==> src/rtl/lcd_writer.sv <==
// lcd_writer: HD44780 16x2 character-LCD driver.
// Runs the power-up wait and the init command sequence, then rewrites DDRAM from a
// 32-byte snapshot of ASCII on each rising UpdateLCD seen while idle.
// Optional build macro: LCD_PENDING_EN -- a request arriving while busy is held
// (one deep) and served as soon as the current activity finishes.
module lcd_writer #(
  parameter int POWERUP_CYC  = 750000,
  parameter int EN_PULSE_CYC = 16,
  parameter int CMD_WAIT_CYC = 2000,
  parameter int CLR_WAIT_CYC = 82000
) (
  input  logic             clk,
  input  logic             reset,
  input  logic [31:0][7:0] ASCII,
  input  logic             UpdateLCD,
  output logic             LCDBusy,
  output logic [7:0]       lcd_data,
  output logic             lcd_rs,
  output logic             lcd_rw,
  output logic             lcd_en,
  output logic             lcd_on,
  output logic             lcd_blon
);
  localparam int M1   = (POWERUP_CYC > EN_PULSE_CYC) ? POWERUP_CYC : EN_PULSE_CYC;
  localparam int M2   = (CMD_WAIT_CYC > CLR_WAIT_CYC) ? CMD_WAIT_CYC : CLR_WAIT_CYC;
  localparam int MAXC = (M1 > M2) ? M1 : M2;
  localparam int CW   = $clog2(MAXC + 1);

  typedef enum logic [1:0] {PWRUP, INIT, IDLE, REFRESH} st_t;
  typedef enum logic [1:0] {SETUP, PULSE, HOLD} ph_t;

  st_t              st, st_n;
  ph_t              ph, ph_n;
  logic [5:0]       idx, idx_n, last_idx;
  logic [CW-1:0]    cnt, cnt_n, hold_last;
  logic [7:0]       data_n;
  logic             rs_n, en_n, busy_n;
  logic             upd_q, rise, start, load;
  logic [31:0][7:0] snap;
  logic [8:0]       nxt_byte;

  // Control characters and DEL would select CGRAM glyphs or garbage; show a blank.
  function automatic logic [7:0] printable(input logic [7:0] c);
    return (c < 8'h20 || c == 8'h7F) ? 8'h20 : c;
  endfunction

  // {rs, data} for write i of the init (refr=0) or refresh (refr=1) sequence.
  function automatic logic [8:0] pick(input logic refr, input logic [5:0] i,
                                      input logic [31:0][7:0] fr);
    logic [4:0] k;
    k = (i < 6'd17) ? 5'(i - 6'd1) : 5'(i - 6'd2);
    if (!refr) begin
      case (i[1:0])
        2'd0:    return 9'h038;
        2'd1:    return 9'h00C;
        2'd2:    return 9'h006;
        default: return 9'h001;
      endcase
    end
    if (i == 6'd0)  return 9'h080;
    if (i == 6'd17) return 9'h0C0;
    return {1'b1, printable(fr[k])};
  endfunction

  assign rise      = UpdateLCD & ~upd_q;
  assign load      = (st == IDLE) && start;
  assign last_idx  = (st == REFRESH) ? 6'd33 : 6'd3;
  assign hold_last = (!lcd_rs && lcd_data == 8'h01) ? CW'(CLR_WAIT_CYC - 1)
                                                    : CW'(CMD_WAIT_CYC - 1);
  assign lcd_rw    = 1'b0;
  assign lcd_on    = 1'b1;
  assign lcd_blon  = 1'b1;

`ifdef LCD_PENDING_EN
  logic pending;
  assign start = rise | pending;
  // Remember one request that arrives while busy; idle consumes it.
  always_ff @(posedge clk or posedge reset)
    if (reset)             pending <= 1'b0;
    else if (st == IDLE)   pending <= 1'b0;
    else if (rise)         pending <= 1'b1;
`else
  assign start = rise;
`endif

  // Next byte to put on the bus once the current HOLD expires.
  always_comb nxt_byte = pick(st == REFRESH, idx + 6'd1, snap);

  // Frame snapshot taken on the edge that starts a refresh.
  always_ff @(posedge clk or posedge reset)
    if (reset)     snap <= '0;
    else if (load) snap <= ASCII;

  // State, counters and registered pin drivers.
  always_ff @(posedge clk or posedge reset)
    if (reset) begin
      st <= PWRUP;  ph <= SETUP;  idx <= '0;  cnt <= '0;
      lcd_data <= 8'h00;  lcd_rs <= 1'b0;  lcd_en <= 1'b0;  LCDBusy <= 1'b1;
      upd_q <= 1'b0;
    end else begin
      st <= st_n;  ph <= ph_n;  idx <= idx_n;  cnt <= cnt_n;
      lcd_data <= data_n;  lcd_rs <= rs_n;  lcd_en <= en_n;  LCDBusy <= busy_n;
      upd_q <= UpdateLCD;
    end

  // Sequencer: power-up wait, then SETUP/PULSE/HOLD per byte for init and refresh.
  always_comb begin
    st_n = st;  ph_n = ph;  idx_n = idx;  cnt_n = cnt;
    data_n = lcd_data;  rs_n = lcd_rs;  en_n = lcd_en;  busy_n = LCDBusy;
    case (st)
      PWRUP:
        if (cnt == CW'(POWERUP_CYC - 1)) begin
          st_n = INIT;  ph_n = SETUP;  idx_n = '0;  cnt_n = '0;
          {rs_n, data_n} = pick(1'b0, 6'd0, snap);
        end else cnt_n = cnt + 1'b1;
      IDLE:
        if (start) begin
          st_n = REFRESH;  ph_n = SETUP;  idx_n = '0;  cnt_n = '0;
          {rs_n, data_n} = 9'h080;  busy_n = 1'b1;
        end
      default:
        case (ph)
          SETUP: begin ph_n = PULSE;  cnt_n = '0;  en_n = 1'b1; end
          PULSE:
            if (cnt == CW'(EN_PULSE_CYC - 1)) begin
              ph_n = HOLD;  cnt_n = '0;  en_n = 1'b0;
            end else cnt_n = cnt + 1'b1;
          default:
            if (cnt == hold_last) begin
              cnt_n = '0;
              if (idx == last_idx) begin
                st_n = IDLE;  busy_n = 1'b0;
              end else begin
                idx_n = idx + 6'd1;  ph_n = SETUP;  {rs_n, data_n} = nxt_byte;
              end
            end else cnt_n = cnt + 1'b1;
        endcase
    endcase
  end
endmodule

==> config.mk <==
export PLATFORM = sky130hd
export DESIGN_NAME = lcd_writer
export DESIGN_NICKNAME = d
export VERILOG_FILES = /design/src/rtl/lcd_writer.sv
export SDC_FILE = /design/constraint.sdc
export NUM_CORES = 1
export LEC_CHECK = 0
export CAP_MARGIN = 5
export CORE_ASPECT_RATIO = 0.75
export CORE_MARGIN = 2
export CORE_UTILIZATION = 35
export DETAILED_ROUTE_END_ITERATION = 8
export HOLD_SLACK_MARGIN = 0.05
export PLACE_DENSITY_LB_ADDON = 0.1
export SLEW_MARGIN = 15
export SYNTH_ARGS = -nofsm -noshare
export SYNTH_HDL_FRONTEND = slang
export SYNTH_SLANG_ARGS = --single-unit
==> constraint.sdc <==
create_clock -name clk -period 14.3 [get_ports clk]
set_input_delay 2.145 -clock clk [delete_from_list [all_inputs] [get_ports clk]]
set_output_delay 2.145 -clock clk [all_outputs]
set_load 0.01 [all_outputs]
# After elaboration in Yosys (flattened, before gate mapping)

Cells that the tools add are included.
W data, S select, Z words.

Output and inout port bits: 14
Logic and storage cells: 166
Register bits: 298
Bits of input ports: 259

Eq/ne operators: 21
Multiplexer cells: 70
Add/subtract/negate cells: 4
Bitwise operators: 4
Reductions and logical operators: 22
Order comparisons: 4

Operators with widths:

| operator                | number |
|---|---|
| $mux W20                | 4 |
| $pmux W20 S2            | 2 |
| $mux W9                 | 8 |
| $mux W8                 | 8 |
| $bmux W8 S5             | 1 |
| $mux W6                 | 6 |
| $add A20 B1 Y20 const B | 1 |
| $eq A20 B17 Y1          | 1 |
| $eq A20 B20 Y1 const B  | 1 |
| $eq A20 B4 Y1 const B   | 1 |
| $mux W1                 | 20 |
| $mux W2                 | 10 |
| $reduce_and A5 Y1       | 4 |
| $pmux W6 S3             | 1 |
| $mux W17                | 1 |
| $eq A8 B7 Y1 const B    | 2 |
| $lt A8 B6 Y1 const B    | 2 |
| $pmux W8 S2             | 1 |
| $pmux W2 S2             | 3 |
| $pmux W6 S2             | 1 |
| $eq A8 B1 Y1 const B    | 1 |
| $add A6 B1 Y6 const B   | 1 |
| $eq A2 B2 Y1 const B    | 3 |
| $eq A6 B5 Y1 const B    | 1 |
| 26 further kinds        | 41 |

# Longest topological paths before layout

Depth after elaboration: 15
Depth in mapped cells: 23
Mapped depth without buffers: 15

# Least setup slack after synthesis

Ideal clock, no wire load.

Kind: register -> register
Start: register idx[0]
End: register lcd_data[4]
Data arrival time: 5048 ps
Path buffers: 9
Setup time: 82 ps
Data required time: 14218 ps
Setup slack: 9170 ps
Cell stages (with the launch flop): 23
Clock period less this slack: 5130 ps
Cell sequence: dfrtp_1 > buf_2 > inv_1 > clkbuf_1 > clkbuf_1 > clkbuf_1 > ha_1 > buf_2 > inv_1 > clkbuf_1 > ha_1 > clkbuf_1 > nor2_1 > or3_1 > buf_4 > buf_2 > o21ai_1 > o32a_1 > o211a_1 > o211ai_1 > nor3b_1 > a311o_1 > o22ai_1

Word-level cells in the longest chain between the ends: 15
Elaborated cells on any way between the ends: 35
Those cells by class: 3 x add/sub; 2 x order compare; 6 x eq/ne; 20 x mux; 4 x reduce/logical

Ends and longest elaborated chain:

| element                                      | line | RTL |
|---|---|---|
| start: declaration                           | 34   | `logic [5:0] idx, idx_n, last_idx;` |
| start signal: assignment                     | 101  | `st <= st_n; ph <= ph_n; idx <= idx_n; cnt <= cnt_n;` |
| $add A6 B1 Y6                                | 87   | `always_comb nxt_byte = pick(st == REFRESH, idx + 6'd1, snap);` |
| $sub A5 B2 Y5, or another cell as far along  | 51   | `k = (i < 6'd17) ? 5'(i - 6'd1) : 5'(i - 6'd2);` |
| $mux W5                                      | 51   |  |
| $bmux W8 S5                                  | 62   | `return {1'b1, printable(fr[k])};` |
| $mux W8 (implied by the code)                | 62   |  |
| $lt A8 B6 Y1 or $eq A8 B7 Y1 (tied branches) | 44   | `return (c < 8'h20 \|\| c == 8'h7F) ? 8'h20 : c;` |
| $logic_or A1 B1 Y1                           | 44   |  |
| $mux W8                                      | 44   |  |
| $mux W9                                      | 62   |  |
| $mux W9                                      | 61   | `if (i == 6'd17) return 9'h0C0;` |
| $mux W9                                      | 60   | `if (i == 6'd0) return 9'h080;` |
| $mux W8                                      | 131  | `if (idx == last_idx) begin` |
| $mux W8                                      | 129  | `if (cnt == hold_last) begin` |
| $mux W8                                      | 122  | `case (ph)` |
| $pmux W8 S2                                  | 110  | `case (st)` |
| end signal: assignment                       | 102  | `lcd_data <= data_n; lcd_rs <= rs_n; lcd_en <= en_n; LCDBusy <= busy_n;` |
| end: declaration                             | 17   | `output logic [7:0] lcd_data,` |

Parallel ways exist; a longest one is shown, timed or not. The select of a mux whose other input is x is not followed.
A chain may end at the register's enable or synchronous reset.

# Worst setup path after layout

Ends and elaborated chain as after synthesis.

==> run metrics <==
Fmax=176 MHz; ant diodes=0; Syn Inst Count=1498; Synth async-reset ratio=1.00; hold buffers post-CTS=0; CTS clock-pin slew for the worst setup and hold paths=0.07 ns; xor/xnor share of the synthesized area=0.0102; post-synth cell types=85; overall power=1.87 mW; power density over the cells=90.0 mW/mm²; Post-Route Utilization=0.451; Slew headroom=0.263; initial antenna violation count=0; First-pass DRT Iterations=9; synth-to-layout area growth=26.8%; P_leak=8.74 nW; max cap viols=0; Final Cycle Share=0.397; Worst Path Arrival=6.09 ns; cell row count=68; final setup TNS=0 ns; Port-buffer cells=269; CTS resizes=0; multiplexer share of the synthesized area=0.242; status=complete, no violations; final-report max-slew violation count=0; TritonCTS sink count=298; H-tree depth=2; layout cell share with drive strength beyond 1=0.230; unrepaired setup endpoints after global routing=no; synthesized-area fraction occupied by adder cells=0.00612; Post-route DRC=0; Synthesis Warnings=0; CP Capture Type=flip-flop; simple-gate area share of the yosys netlist=0.115; Vias/cell=5.67; synth top area cells=dfrtp_1, mux2_2, mux4_2; CP required=14.72 ns; CTS root buf=clkbuf_16; #FFs+latches synth=298; Longest Clk Path Bufs=3; NumNets Final=1984; Hold Fails Final Rpt=0; Synth top cells by count=dfrtp_1, mux2_2, nand2_1, nor2_1, clkbuf_1; vias in the first global route=13300; Overflow after GRT=0; placer congestion estimate=0.896; largest net degree at the start of global routing=93; final setup vio count=0; clk_skew=0.0200 ns; area fraction of the dominant cell type after synthesis=0.455; crit start category=flip-flop; min setup slack post-route=8.62 ns; # Post-CTS Setup Buffers=0; die area=0.0485 mm²; Post-DP HPWL=41400 µm; min Tclk post-route=5.68 ns; Die Ht=191 µm; io pins=273; initial detailed-routing violation count=1062; Hold WC Path Type=flip-flop to flip-flop; routed via count=13400; Worst Tran Pin Value=1.10 ns; post-route insts no fill=2370; DRT Wirelength=57800 µm; Placement Setup Slack=8.37 ns; Max Fanout on Critical Path=70; core area=0.0460 mm²; CTS buffer count=34; main combinational cell family by area after synthesis=multiplexers; worst skew pair latency=0.54 ns; maximum vdd drop=74.5 µV; count leader, synth=dfrtp_1; Post-synth EDFFs=0; Initial Util=0.355; first-pass GRT wire length=86400 µm; TritonCTS clock tree=yes; Setup CP Type=flip-flop to flip-flop; most used flip-flop cell after synthesis=dfrtp_1; Die Span X=254 µm; Final ANT Viol Nets=0; Synth area leader=dfrtp_1; Synth Area in Compound Gates=0.133; sequential area share after synthesis=0.456; All-Layer GR Usage=0.240; Mean Syn Cell Area=10.9 µm²; Routed WL per cell=24.4 µm; post-synthesis cell area=0.0164 mm²; Post-Place Cells=2311
critical path, stage by stage, from the launching register on:
cell and delay (ns):
dfrtp_4 0.94, inv_1 0.21, ha_4 0.81, buf_4 0.72, nor2_1 0.08, buf_4 0.22
o21ai_1 0.36, buf_4 0.33, o22a_1 0.15, o2111ai_1 0.11, a21boi_0 0.32, a211oi_1 0.11
or2_1 0.26, nor4_1 0.37, a311o_1 0.38, o22ai_1 0.11
final timing paths:
check / slack, ns / start / cells after the start / to
max: 8.62 / idx[0] / 15 / lcd_data[4]
min: 0.50 / LCDBusy / 2 / LCDBusy
max reg2reg: 8.62 / idx[0] / 15 / lcd_data[4]
min reg2reg: 0.50 / LCDBusy / 2 / LCDBusy
max in group asynchronous: 9.80 / reset / 4 / idx[0]
min in group asynchronous: 2.09 / reset / 2 / snap[236]
layout make-up:
| cell class | count | area, µm² |
|---|---|---|
| fillers | 4316 | 25300 |
| multi-input cells | 1063 | 8300 |
| flip-flops and latches | 298 | 7460 |
| repair buffers | 300 | 2930 |
| clock buffers | 46 | 1020 |
| well taps | 630 | 788 |
| clock inverters | 13 | 155 |
| inverters | 20 | 82.6 |
sequential cells by signal (all words and copies together), names as in the netlist:
| name | cells |
|---|---|
| lcd_rs | 1 |
| upd_q | 1 |
| snap | 256 |
| LCDBusy | 1 |
| ph | 2 |
| st | 2 |
| lcd_en | 1 |
| lcd_data | 8 |
| cnt | 20 |
| idx | 6 |
stage by stage:
stage | area (µm²) | hold slack [ns]
detailed placement | 19600 | 0.492
global placement | 19600 | 0.490
global route | 20700 | 0.521
finish | 20700 | 0.503
CTS | 20700 | 0.504
floorplan | 16400 | 0.472
placed cells by master, fill, tap and decap left out, types with 31 or more instances in the layout:
cell type	instances
mux2_2	262
mux2i_1	44
o21ai_0	57
nor2_1	69
dfrtp_1	296
buf_4	31
nand3_1	57
clkbuf_16	37
clkdlybuf4s50_1	269
nand2_1	137
a21oi_1	41
cell families (layout without fill, tap and decap cells):
family,count (synthesis),after routing
fa+ha+maj,8,8
simple gates,392,392
mux,331,331
compound gates,310,310
other cells,2,3
buf+inv,138,379
flops,298,298
xor+xnor,19,19
layer usage:
metal | vias up | share of wire | global-route usage
met5 | - | 0 | 0
met4 | 0 | 0.020 | 0.0596
met3 | 77 | 0.079 | 0.0502
met2 | 595 | 0.44 | 0.369
met1 | 6718 | 0.46 | 0.343
li1 | 6038 | - | -
where the power goes:
group	internal (mW)	total, mW	switching [mW]
combinational	0.0627	0.0962	0.0336
sequential	0.843	0.843	0.0000181
clock	0.556	0.927	0.371
total	1.46	1.87	0.405
Note: power is estimated with default switching activity, not from simulation.
